File: config.mk
export PLATFORM = sky130hd
export DESIGN_NAME = programm_lader
export DESIGN_NICKNAME = d
export VERILOG_FILES = /design/src/rtl/programm_lader.sv
export SDC_FILE = /design/constraint.sdc
export NUM_CORES = 1
export LEC_CHECK = 0
export ABC_CLOCK_PERIOD_IN_PS = 2200
export CAP_MARGIN = 20
export CORE_MARGIN = 5
export CORE_UTILIZATION = 30
export CTS_BUF_LIST = sky130_fd_sc_hd__clkbuf_8 sky130_fd_sc_hd__clkbuf_16
export DETAILED_ROUTE_END_ITERATION = 8
export DONT_BUFFER_PORTS = 1
export PLACE_DENSITY = 0.45
export SYNTH_ARGS = -nofsm -noshare
export SYNTH_HDL_FRONTEND = slang
export SYNTH_SLANG_ARGS = --single-unit
File: constraint.sdc
create_clock -name Clock -period 2.2 [get_ports Clock]
set_input_delay 0.44 -clock Clock [delete_from_list [all_inputs] [get_ports Clock]]
set_output_delay 0.44 -clock Clock [all_outputs]
set_load 0.05 [all_outputs]
File: src/rtl/programm_lader.sv
// programm_lader: boot loader that streams a length-prefixed image into instruction RAM
// and holds the CPU in reset until the load completes. Define PRUEFSUMME_EN for a trailing XOR checksum byte.
module programm_lader #(
    parameter int WORDS   = 256,
    parameter int TIMEOUT = 64
) (
    input  logic        Clock,
    input  logic        Reset,
    input  logic [7:0]  ByteRein,
    input  logic        ByteGueltig,
    output logic        ByteBereit,
    output logic [31:0] Adresse,
    output logic [31:0] DatenRaus,
    output logic        SchreibenAn,
    input  logic        DatenGeschrieben,
    output logic        Initialisierung,
    output logic        CpuReset,
    output logic        Fertig,
    output logic        Fehler
);

`ifdef PRUEFSUMME_EN
    typedef enum logic [2:0] {
        KOPF_H   = 3'd0,
        KOPF_L   = 3'd1,
        WORT     = 3'd2,
        SCHREIBE = 3'd3,
        PRUEFE   = 3'd4,
        FERTIG   = 3'd5,
        FEHLER   = 3'd6
    } zustand_t;
`else
    typedef enum logic [2:0] {
        KOPF_H   = 3'd0,
        KOPF_L   = 3'd1,
        WORT     = 3'd2,
        SCHREIBE = 3'd3,
        FERTIG   = 3'd5,
        FEHLER   = 3'd6
    } zustand_t;
`endif

    localparam logic [15:0] MAX_WORTE = 16'(WORDS);
    localparam logic [15:0] WARTE_MAX = 16'(TIMEOUT - 1);

    zustand_t    zustand_r;
    logic [15:0] anzahl_r;
    logic [15:0] wortZaehler_r;
    logic [15:0] warteZaehler_r;
    logic [1:0]  byteZaehler_r;
    logic [23:0] schiebe_r;

    logic        annahme_s;
    logic [15:0] anzahlNeu_s;
    logic [15:0] wortNaechst_s;
    logic        letztesWort_s;

    assign annahme_s     = ByteGueltig && ByteBereit;
    assign anzahlNeu_s   = {anzahl_r[15:8], ByteRein};
    assign wortNaechst_s = wortZaehler_r + 16'd1;
    assign letztesWort_s = (wortNaechst_s == anzahl_r);

`ifdef PRUEFSUMME_EN
    logic [7:0] pruefsumme_r;

    function automatic logic [7:0] xorNeu(input logic [7:0] alt, input logic [7:0] neu);
        return alt ^ neu;
    endfunction

    // Running XOR over header and payload bytes; the checksum byte itself is excluded.
    always_ff @(posedge Clock or negedge Reset) begin
        if (!Reset) begin
            pruefsumme_r <= 8'h00;
        end else if (annahme_s && (zustand_r != PRUEFE)) begin
            pruefsumme_r <= xorNeu(pruefsumme_r, ByteRein);
        end else begin
            pruefsumme_r <= pruefsumme_r;
        end
    end
`endif

    // Loader state machine with all outputs registered.
    always_ff @(posedge Clock or negedge Reset) begin
        if (!Reset) begin
            zustand_r       <= KOPF_H;
            anzahl_r        <= 16'd0;
            wortZaehler_r   <= 16'd0;
            warteZaehler_r  <= 16'd0;
            byteZaehler_r   <= 2'd0;
            schiebe_r       <= 24'd0;
            ByteBereit      <= 1'b0;
            Adresse         <= 32'd0;
            DatenRaus       <= 32'd0;
            SchreibenAn     <= 1'b0;
            Initialisierung <= 1'b1;
            CpuReset        <= 1'b1;
            Fertig          <= 1'b0;
            Fehler          <= 1'b0;
        end else begin
            case (zustand_r)
                KOPF_H: begin
                    ByteBereit <= 1'b1;
                    if (annahme_s) begin
                        anzahl_r[15:8] <= ByteRein;
                        zustand_r      <= KOPF_L;
                    end else begin
                        zustand_r      <= KOPF_H;
                    end
                end
                KOPF_L: begin
                    if (annahme_s) begin
                        anzahl_r[7:0] <= ByteRein;
                        wortZaehler_r <= 16'd0;
                        byteZaehler_r <= 2'd0;
                        if (anzahlNeu_s == 16'd0) begin
`ifdef PRUEFSUMME_EN
                            zustand_r       <= PRUEFE;
`else
                            zustand_r       <= FERTIG;
                            ByteBereit      <= 1'b0;
                            Initialisierung <= 1'b0;
                            CpuReset        <= 1'b0;
                            Fertig          <= 1'b1;
`endif
                        end else if (anzahlNeu_s > MAX_WORTE) begin
                            zustand_r  <= FEHLER;
                            ByteBereit <= 1'b0;
                            Fehler     <= 1'b1;
                        end else begin
                            zustand_r  <= WORT;
                        end
                    end else begin
                        zustand_r <= KOPF_L;
                    end
                end
                WORT: begin
                    if (annahme_s) begin
                        schiebe_r     <= {schiebe_r[15:0], ByteRein};
                        byteZaehler_r <= byteZaehler_r + 2'd1;
                        if (byteZaehler_r == 2'd3) begin
                            zustand_r      <= SCHREIBE;
                            ByteBereit     <= 1'b0;
                            SchreibenAn    <= 1'b1;
                            DatenRaus      <= {schiebe_r, ByteRein};
                            Adresse        <= {16'h0000, wortZaehler_r};
                            warteZaehler_r <= 16'd0;
                        end else begin
                            zustand_r <= WORT;
                        end
                    end else begin
                        zustand_r <= WORT;
                    end
                end
                SCHREIBE: begin
                    // An acknowledge in the expiry cycle takes priority over the timeout.
                    if (DatenGeschrieben) begin
                        SchreibenAn   <= 1'b0;
                        wortZaehler_r <= wortNaechst_s;
                        if (letztesWort_s) begin
`ifdef PRUEFSUMME_EN
                            zustand_r       <= PRUEFE;
                            ByteBereit      <= 1'b1;
`else
                            zustand_r       <= FERTIG;
                            Initialisierung <= 1'b0;
                            CpuReset        <= 1'b0;
                            Fertig          <= 1'b1;
`endif
                        end else begin
                            zustand_r     <= WORT;
                            ByteBereit    <= 1'b1;
                            byteZaehler_r <= 2'd0;
                        end
                    end else if (warteZaehler_r == WARTE_MAX) begin
                        zustand_r   <= FEHLER;
                        SchreibenAn <= 1'b0;
                        Fehler      <= 1'b1;
                    end else begin
                        warteZaehler_r <= warteZaehler_r + 16'd1;
                    end
                end
`ifdef PRUEFSUMME_EN
                PRUEFE: begin
                    ByteBereit <= 1'b1;
                    if (annahme_s) begin
                        ByteBereit <= 1'b0;
                        if (ByteRein == pruefsumme_r) begin
                            zustand_r       <= FERTIG;
                            Initialisierung <= 1'b0;
                            CpuReset        <= 1'b0;
                            Fertig          <= 1'b1;
                        end else begin
                            zustand_r <= FEHLER;
                            Fehler    <= 1'b1;
                        end
                    end else begin
                        zustand_r <= PRUEFE;
                    end
                end
`endif
                FERTIG: begin
                    zustand_r  <= FERTIG;
                    ByteBereit <= 1'b0;
                end
                FEHLER: begin
                    zustand_r  <= FEHLER;
                    ByteBereit <= 1'b0;
                end
                default: begin
                    zustand_r       <= FEHLER;
                    ByteBereit      <= 1'b0;
                    SchreibenAn     <= 1'b0;
                    Initialisierung <= 1'b1;
                    CpuReset        <= 1'b1;
                    Fertig          <= 1'b0;
                    Fehler          <= 1'b1;
                end
            endcase
        end
    end

endmodule

Word level (Yosys, flattened, before mapping)
Index checks and enable logic that the tools add are counted.
{"block": "classes", "addsub": 3, "order_cmp": 1, "eq_ne": 22, "muxes": 52, "n_bitwise": 2, "n_reduce_logical": 19}
{"cell": "16-bit two-way mux", "n": 6}
{"cell": "16-bit one-hot mux with 2 select lines", "n": 2}
{"cell": "16-bit by 1-bit adder with 16-bit output, second input constant", "n": 2}
{"cell": "1-bit two-way mux", "n": 26}
{"cell": "2-bit inequality test, second input constant", "n": 12}
{"cell": "3-bit two-way mux", "n": 7}
{"cell": "16-bit == test", "n": 1}
{"cell": "16-bit by 6-bit == test with 1-bit output, second input constant", "n": 1}
{"cell": "16-bit by 9-bit > comparator with 1-bit output, second input constant", "n": 1}
{"cell": "16-bit logical NOT", "n": 1}
{"cell": "3-bit one-hot mux with 5 select lines", "n": 1}
{"cell": "5-bit AND reduction", "n": 3}
{"cell": "1-bit one-hot mux with 3 select lines", "n": 4}
{"cell": "6-bit AND reduction", "n": 2}
{"cell": "2-bit two-way mux", "n": 4}
{"cell": "4-bit OR reduction", "n": 2}
{"cell": "3-bit by 2-bit == test with 1-bit output, second input constant", "n": 2}
{"cell": "3-bit == test, second input constant", "n": 2}
{"cell": "3-bit inequality test, second input constant", "n": 2}
{"cell": "2-bit one-hot mux with 3 select lines", "n": 1}
{"cell": "2-bit AND reduction", "n": 3}
{"cell": "3-bit AND reduction", "n": 2}
{"cell": "1-bit one-hot mux with 4 select lines", "n": 1}
{"cell": "4-bit AND reduction", "n": 1}
{"cell": "other kinds (8)", "n": 10}
{"block": "totals", "ff_bits": 130, "input_bits": 12, "output_inout_bits": 70, "elab_cells": 113}

Logic depth before layout (Yosys ltp)
Gate-level depths: netlist of run 1.
{"block": "logic_depth", "ltp_word": 5, "mapped_depth": 9, "ltp_nobuf": 8}

Worst setup path before layout of run 1
OpenSTA, ideal clock, no wires.
{"block": "synth_path", "kind": "flip-flop to flip-flop", "startpoint": "register wortZaehler_r[1]", "endpoint": "register ByteBereit", "setup_time_ns": 0.126, "arrival_ns": 2.279, "t_required_ns": 2.074, "slack_ns": -0.205, "stages_incl_launch_ff": 9, "n_path_buf": 0, "period_less_slack_ns": 2.405, "cell_sequence": "dfrtp_1 > ha_1 > nand3_1 > nor4_2 > o2111ai_1 > a2111oi_2 > nand4_2 > and2_4 > a311o_1"}
{"block": "synth_between", "elab_chain_len": 4}
{"item": "start: declaration", "line": "48", "source": "logic [15:0] wortZaehler_r;"}
{"item": "start signal: assignment", "line": "158", "source": "wortZaehler_r <= wortNaechst_s;"}
{"item": "16-bit by 1-bit adder with 16-bit output", "line": "60", "source": "assign wortNaechst_s = wortZaehler_r + 16'd1;"}
{"item": "16-bit == test", "line": "61", "source": "assign letztesWort_s = (wortNaechst_s == anzahl_r);"}
{"item": "2-bit inequality test (no source line)"}
{"item": "6-bit AND reduction (no source line)"}
{"item": "end signal: assignment", "line": "91", "source": "ByteBereit <= 1'b0;"}
{"item": "end signal: assignment", "line": "102", "source": "ByteBereit <= 1'b1;"}
{"item": "end signal: assignment", "line": "120", "source": "ByteBereit <= 1'b0;"}
{"item": "end: declaration", "line": "11", "source": "output logic ByteBereit,"}
Every way passes these cells.
A chain may end at the register's enable or synchronous reset.

Worst setup path after layout of run 1
{"block": "layout_path", "startpoint": "register wortZaehler_r[0]", "endpoint": "register ByteBereit"}
Same word-level chain as after synthesis.

==> reports/summary.md, run 1 <==
The flow ran to the end, but the final reports show violations. The checks that failed: hold timing, setup timing. Count of flip-flops with a built-in enable after synthesis: 0. The core outline area is 20360 um^2, and the half-perimeter wire length after placement is 11.18 mm. The logs give -0.07755 ns for the setup TNS after final layout and 1.220 mW for the net switching power.

The fraction of layout instances using a drive strength above 1 came out at 0.2133. The logs give 16.79 mm for the total routed wirelength and 5 for the number of detailed-routing iterations run before antenna repair. Total count of max-transition violations in the final report: 0. Entering global routing, the biggest net connects 131 pins. For this run, the number of Yosys warnings is 0. Counting along the longest clock path gives a buffer depth of 2. The area added between synthesis and finish works out to 24.21%.

CTS built an H-tree with a depth of 4. The tools report the via count of the first global-routing pass as 4911. The per-cell via count in the routed design is 4.912. The clock power share is 0.534. In this run, placement finished with an instance count of 945. Of all cell types, the one taking the most synthesized area is sky130_fd_sc_hd__dfrtp_1. Buffers placed on the I/O ports in this run total 0. Worst flop-to-flop path endpoint: ByteBereit. The final core area utilization came out at 0.3818. STA classifies the critical path endpoint as a flop. The flip-flop and latch count after synthesis is 130, and the cell count after synthesis is 656.

For the worst-skew pair, the clock arrives at the later sink with an insertion delay of 0.43 ns. In this run the worst hold path is classified as primary input to async pin. The logs give 23850 um^2 for the total die area and 0.6241 for the relative max-transition margin. The run gives 0.453 as the share of power burned in registers. In this run the static leakage power is 3.885 nW. From bottom edge to top edge, the die measures 154.5 um. The share of Yosys cell area claimed by the top area cell type is 0.5157. The post-detailed-route wirelength per cell is 16.92 um. STA puts the critical path data required time at 2.50 ns. Clock tree synthesis selected as its root buffer the cell sky130_fd_sc_hd__clkbuf_16. The share of the clock period used by the worst path after layout is 1.035, and the post-route non-filler standard cell count is 992. The largest driver fanout on the critical path was 7. The most common flop cell mapped by yosys was sky130_fd_sc_hd__dfrtp_1. The final setup violation count is 1.

The run gives 6822 um^2 as the post-placement cell area. TritonCTS built the clock tree. After the first detailed-routing iteration, the DRC count stood at 300.

The tools report the startpoint of the worst-slack reg-to-reg timing path as wortZaehler_r[0]. The setup path with the least slack is of type flop to flop. After synthesis the cells add up to 6260 um^2.

Setup repair after global routing could not meet its margin everywhere. The last weighted congestion value of the routability-driven placer is 0.9115, and the final clock skew is 0.009503 ns. The async set-reset flop share out of synthesis is 1.000, and the number of primary I/O pins is 82. The tools report the nature of the critical path startpoint as a flop.

The share of the yosys chip area belonging to registers was 0.5199. The tool flagged a number of max-cap violations equal to 0. The clock drives 130 sinks. The repair_antennas step left the layout with diodes totalling 0.

The DRC violation count after routing was 0; the final-layout worst hold slack was -0.2803 ns. The transition at the pin with the smallest max-transition slack is 0.5638 ns. Overall via count from detail_route: 4873. For the number of placement rows, the log shows 52. From left edge to right edge, the die measures 154.5 um. The switching portion of total power is 0.2305. In this run the register-to-register setup slack is -0.08 ns. The logs give 439.1 MHz for the maximum clock frequency and -0.07755 ns for the final setup slack of the worst path. The logs give 0.3074 for the initial core utilization and 2.58 ns for the worst path arrival time. In this run the mean area of a mapped cell was 9.542 um^2. The overall routing resource usage came out at 0.1419. Power per cell area: 680.6 nW/um^2. The count of unique library cells instantiated by Yosys is 63, and the worst supply voltage drop on vdd is 0.4634 mV. The final antenna-violating net count was 0. The run gives 0 as the initial antenna violation count. The power share of the combinational group is 0.013, and the clock-pin transition on the worst setup and hold timing paths is 0.06 ns.

The total count of hold-check failures in the final report was 130; the total number of nets in the final design was 725. Counting cells, the worst reg-to-reg path comes to 9. The clock period minus worst slack was 2.278 ns. The total overflow left after global routing is 0. Internal power comes to 4.072 mW.

After synthesis, the cell types taking the most area are sky130_fd_sc_hd__dfrtp_1 (52%), sky130_fd_sc_hd__nand2_1 (12%), sky130_fd_sc_hd__mux2_1 (4.3%), sky130_fd_sc_hd__buf_4 (2.5%), sky130_fd_sc_hd__xor2_1 (2.4%). The first global-routing pass estimated 26.81 mm of wire. The finished cells cover 7775 um^2.

Clock tree synthesis inserted a total of 17 buffers.
==> registers in the layout, summed over array words and instances, names as in the netlist <==
name            flops
SchreibenAn         1
zustand_r           3
Adresse            16
CpuReset            1
Fertig              1
ByteBereit          1
wortZaehler_r      16
DatenRaus          32
Fehler              1
byteZaehler_r       2
warteZaehler_r     16
schiebe_r          24
anzahl_r           16
==> logic make-up after synthesis <==
group | Yosys count | share of synthesized area
DFF | 130 | 0.5199
other | 1 | 0.0005991
buffers and inverters | 59 | 0.04997
and+or+nand+nor | 314 | 0.2287
xor gates and xnor gates | 33 | 0.04617
muxes | 36 | 0.06436
AOI/OAI and AO/OA | 80 | 0.08435
adders and majority gates | 3 | 0.005997
==> Yosys cell counts (all sizes together), types with 2 or more instances <==
| library cell | number |
|---|---|
| a2111oi | 2 |
| a211oi | 4 |
| a21oi | 8 |
| a31oi | 2 |
| and2 | 7 |
| and3 | 8 |
| and4 | 2 |
| buf | 26 |
| clkbuf | 25 |
| dfrtp | 129 |
| ha | 3 |
| inv | 7 |
| mux2 | 34 |
| mux2i | 2 |
| nand2 | 200 |
| nand2b | 2 |
| nand3 | 14 |
| nand3b | 2 |
| nand4 | 8 |
| nor2 | 39 |
| nor2b | 7 |
| nor3 | 8 |
| nor4 | 12 |
| o2111ai | 2 |
| o21ai | 34 |
| o22ai | 4 |
| o31ai | 7 |
| o41ai | 2 |
| or3 | 2 |
| xnor2 | 16 |
| xor2 | 17 |
==> per-stage QoR <==
step                      power, mW  setup WS (ns)
after CTS                     5.352       -0.06237
final                         5.292       -0.07755
after floorplan               2.528       -0.08501
after global placement        2.507        -0.1075
after detailed placement      2.507        -0.1889
after global routing          5.464        -0.1814
==> layout make-up <==
cell class                 count  area [um^2]
multi-input combinational    483         2995
sequential                   130         3263
inverter                       8        30.03
fill                        2043        12590
tap                          270        337.8
timing repair buffer          70        569.3
clock inverter                14        153.9
clock buffer                  17        425.4
==> critical path: stages, from the launching register on <==
cell and delay, ns:
sky130_fd_sc_hd__dfrtp_1 0.41, sky130_fd_sc_hd__buf_6 0.15, sky130_fd_sc_hd__nand4_4 0.18, sky130_fd_sc_hd__nor3_4 0.26, sky130_fd_sc_hd__buf_4 0.15, sky130_fd_sc_hd__o221ai_2 0.12, sky130_fd_sc_hd__a2111oi_4 0.25, sky130_fd_sc_hd__nand4_4 0.19
sky130_fd_sc_hd__and2_4 0.18, sky130_fd_sc_hd__a311o_1 0.27
==> power groups by stage <==
stage          Combinational [mW]  Clock (mW)  Sequential [mW]
3_5_place_dp               0.0671           0             2.44
4_1_cts                    0.0674        2.89             2.40
3_3_place_gp               0.0672           0             2.44
2_1_floorplan              0.0879           0             2.44
6_report                   0.0692        2.83             2.40
5_1_grt                    0.0712        3.00             2.39
==> placed cells by master, fill, tap and decap left out, drive strengths merged, types with 2 or more instances in the layout <==
master,synthesis,routed
nand2,200,200
dfrtp,129,129
buf,26,70
nor2,39,39
mux2,34,34
o21ai,34,34
xor2,17,17
clkbuf,25,17
conb,1,16
xnor2,16,16
nand3,14,15
inv,7,14
nor4,12,12
a21oi,8,8
and3,8,8
nand4,8,8
nor3,8,8
nor2b,7,7
and2,7,7
o31ai,7,7
clkinvlp,0,5
a211oi,4,4
o22ai,4,4
ha,3,3
nand2b,2,2
nand3b,2,2
o2111ai,2,2
a2111oi,2,2
and4,2,2
mux2i,2,2
o41ai,2,2
a31oi,2,2
or3,2,2
bufinv,0,2
==> timing repair <==
item	4_1_cts	5_1_grt
gates cloned	1	0
setup buffers	3	12
setup endpoints to repair	9	16
gates resized for setup	28	17
pin swaps	10	12
hold endpoints to repair	130	130
==> metal layers <==
layer,GRT usage,routed length (um)
met2,0.2219,7879
met1,0.1825,7396
met5,0,0
met4,0.05214,320
met3,0.04890,1190
==> worst max-delay path by stage <==
stage	end	depth (start not counted)	slack, ns	from
3_3_place_gp	ByteBereit	8	-0.11	wortZaehler_r[0]
4_1_cts	ByteBereit	9	-0.06	wortZaehler_r[10]
3_5_place_dp	ByteBereit	8	-0.19	wortZaehler_r[1]
2_1_floorplan	ByteBereit	9	-0.09	wortZaehler_r[1]
6_report	ByteBereit	9	-0.08	wortZaehler_r[0]
5_1_grt	ByteBereit	9	-0.18	wortZaehler_r[1]
No activity file was read; power rests on OpenSTA's default activity.
==> run 2, diff against run 1 <==
--- a/config.mk
+++ b/config.mk
@@ -5,14 +5,16 @@
 export SDC_FILE = /design/constraint.sdc
 export NUM_CORES = 1
 export LEC_CHECK = 0
-export ABC_CLOCK_PERIOD_IN_PS = 2200
+export ABC_CLOCK_PERIOD_IN_PS = 2400
 export CAP_MARGIN = 20
+export CORE_ASPECT_RATIO = 1.75
 export CORE_MARGIN = 5
 export CORE_UTILIZATION = 30
 export CTS_BUF_LIST = sky130_fd_sc_hd__clkbuf_8 sky130_fd_sc_hd__clkbuf_16
 export DETAILED_ROUTE_END_ITERATION = 8
 export DONT_BUFFER_PORTS = 1
-export PLACE_DENSITY = 0.45
+export PLACE_DENSITY = 0.44
+export SKIP_LAST_GASP = 1
 export SYNTH_ARGS = -nofsm -noshare
 export SYNTH_HDL_FRONTEND = slang
 export SYNTH_SLANG_ARGS = --single-unit
==> constraint.sdc (replaced) <==
create_clock -name Clock -period 2.4 [get_ports Clock]
set_input_delay 0.48 -clock Clock [delete_from_list [all_inputs] [get_ports Clock]]
set_output_delay 0.48 -clock Clock [all_outputs]
set_load 0.05 [all_outputs]
==> reports/summary.md, run 2 (synthesis results as in run 1) <==
For the relative max-transition margin, the log shows 0.5491. At the later pin of the worst-skew pair, clock insertion delay measures 0.41 ns. Once placement completed, the tool counted placed cells totaling 920. During placement, the flow inserted port buffers numbering 0.

The register with the most flip-flops in the final layout is DatenRaus. Dividing total power by cell area gives a power density of 652.1 nW/um^2. The top cell types in the final layout, fill and taps aside, are sky130_fd_sc_hd__nand2_1 (199), sky130_fd_sc_hd__dfrtp_1 (123), sky130_fd_sc_hd__buf_4 (48). The finished cells cover 7507 um^2. The total count of hold-check failures in the final report was 129. Wires add up to 16.82 mm. Detailed placement ended at an HPWL of 11.94 mm.

The tools report the total power draw as 4.895 mW. Share of the clock period used by the worst path after layout: 0.9455. The logs give 4887 for the via count of the first global-routing pass and 0.1308 ns for the final setup slack of the worst path.

The startpoint identified for the worst register-to-register timing path is wortZaehler_r[1]. TritonCTS built the clock tree. The tools report the critical path endpoint category as a flop. The DRC violation count after routing is 0, and the total inserted antenna cells is 0.

Using the TritonRoute via totals, the vias-per-cell ratio works out to 4.919. The overall routing resource usage is 0.1452. The flow ran to the end, but the final reports show violations. The worst supply voltage drop on vdd is 0.3746 mV. Compared with the post-synthesis result, the final layout area differs by 19.93%.

The tools report the initial DRC count as 256. The post-route non-filler standard cell count is 956. Setup repair after global routing left no endpoint under its margin. The tools report the final clock skew as 0.006925 ns. The worst register-to-register path ends at ByteBereit. The CTS root buffer is sky130_fd_sc_hd__clkbuf_16.

Setup slack at placement: -0.05138 ns. The largest registers in the layout are DatenRaus (32), schiebe_r (24). The run gives 0 ns as the setup TNS after final layout.

The min-delay analysis places its worst path in the category primary input to async pin. After layout, the minimum clock period comes to 2.269 ns. The number of detailed-routing iterations run before antenna repair was 5. The register-to-register setup slack is 0.13 ns, and the post-placement cell area is 6758 um^2. The count of nets left with antenna violations once routing finished came out at 0. The type of the worst setup path is flop to flop. After filler insertion, the fill cell instance count of the layout stands at 2096.

The tools report the number of sinks handled by clock tree synthesis as 130. Measured along the x axis, the die boundary spans 119.2 um. For the number of buffers created by CTS, the log shows 17. The tools report the total number of nets in the final design as 706. The final reports fail on hold timing.

The run gives 2.57 ns as the worst path arrival time. The run gives 0 as the remaining global-route overflow. The maximum root-to-sink buffer count was 2. The largest driver fanout on the critical path works out to 7. Nature of the critical path startpoint: a flop.

For the number of placement rows, the log shows 70. The maximum number of pins on one net before global-route repair was 131; the overall via count from detail_route was 4703. Number of cell instances on the worst register-to-register path: 8.

The H-tree was split into 4 levels. The total count of max-transition violations in the final report was 0; the maximum clock frequency was 440.7 MHz. The transition at the pin with the smallest max-transition slack is 0.6747 ns, and the global-route wire length before repair is 27.39 mm. Setup violations remaining at the end of the flow were counted as 0. The logs give 20760 um^2 for the core outline area and 0 for the initial antenna violation count.

The flip-flop count of the largest register after layout is 32. For this design the top-level I/O count stands at 82. The clock-pin transition on the worst setup and hold timing paths works out to 0.06 ns. The required time reported for the critical path endpoint is 2.70 ns. The post-detailed-route wirelength per cell is 17.59 um.

Commonest non-fill, non-tap cell in the layout: sky130_fd_sc_hd__nand2_1. The die covers 23970 um^2. The die span in y is 201.1 um. The tools report the final-layout worst hold slack as -0.2386 ns. The final core area utilization was 0.3617. At the end of routability-driven placement, the weighted congestion stood at 0.8434. Fraction of layout instances using a drive strength above 1: 0.1790. The logs give 0.3016 for the initial core utilization and 0 for the number of violations of the max-capacitance limit. The analysis attributes to cell leakage a power of 3.789 nW.
-- run 2: cell count changes in the layout (fill, tap and decap cells not counted), sizes merged --
cell | before | now
buf | 70 | 52
clkbuf | 17 | 19
clkinv | 1 | 4
clkinvlp | 5 | 2
inv | 14 | 13
nand3 | 15 | 14
-- run 2: worst max path at each step --
stage	slack [ns]	endpoint	startpoint
after floorplan	0.03	ByteBereit	wortZaehler_r[1]
after global placement	-0.04	ByteBereit	wortZaehler_r[0]
after detailed placement	-0.05	ByteBereit	wortZaehler_r[1]
after CTS	0.01	ByteBereit	wortZaehler_r[3]
after global routing	0.002	ByteBereit	wortZaehler_r[2]
final	0.13	ByteBereit	wortZaehler_r[1]
-- run 2: final cells by class --
class	count	area (um^2)	share of cell area
Sequential cell	130	3262	0.4345
Multi-Input combinational cell	482	2875	0.3830
Clock buffer	19	452.9	0.06033
Timing Repair Buffer	52	422.9	0.05633
Tap cell	252	315.3	0.04200
Clock inverter	13	148.9	0.01983
Inverter	8	30.03	0.004000
-- run 2: critical path, cell delays in order, from the launching register on --
cell                        delay (ns)
sky130_fd_sc_hd__dfrtp_1          0.35
sky130_fd_sc_hd__buf_4            0.16
sky130_fd_sc_hd__nand4_4          0.21
sky130_fd_sc_hd__nor4_1           0.57
sky130_fd_sc_hd__a2111oi_4        0.12
sky130_fd_sc_hd__nand4_4          0.17
sky130_fd_sc_hd__buf_6            0.12
sky130_fd_sc_hd__nand4b_1         0.10
sky130_fd_sc_hd__a311o_1          0.35
-- run 2: what timing repair did --
item	CTS	global route
gates resized for setup	6	20
setup buffers	0	4
hold endpoints to repair	130	130
pin swaps	1	4
setup endpoints to repair	6	9
-- run 2: where the power goes --
group / internal [mW] / leakage, nW / switching, mW
Clock: 1.60 / 0.293 / 1.03
Sequential: 2.19 / 1.78 / 0.00380
Combinational: 0.00322 / 1.72 / 0.0593
Total: 3.80 / 3.79 / 1.10
-- run 2: layer usage --
layer,global-route usage,vias to the layer above,routed length (um)
li1,-,2249,-
met1,0.1577,2323,6405
met2,0.2620,111,9177
met3,0.03909,20,816
met4,0.06216,0,416
met5,0,-,0
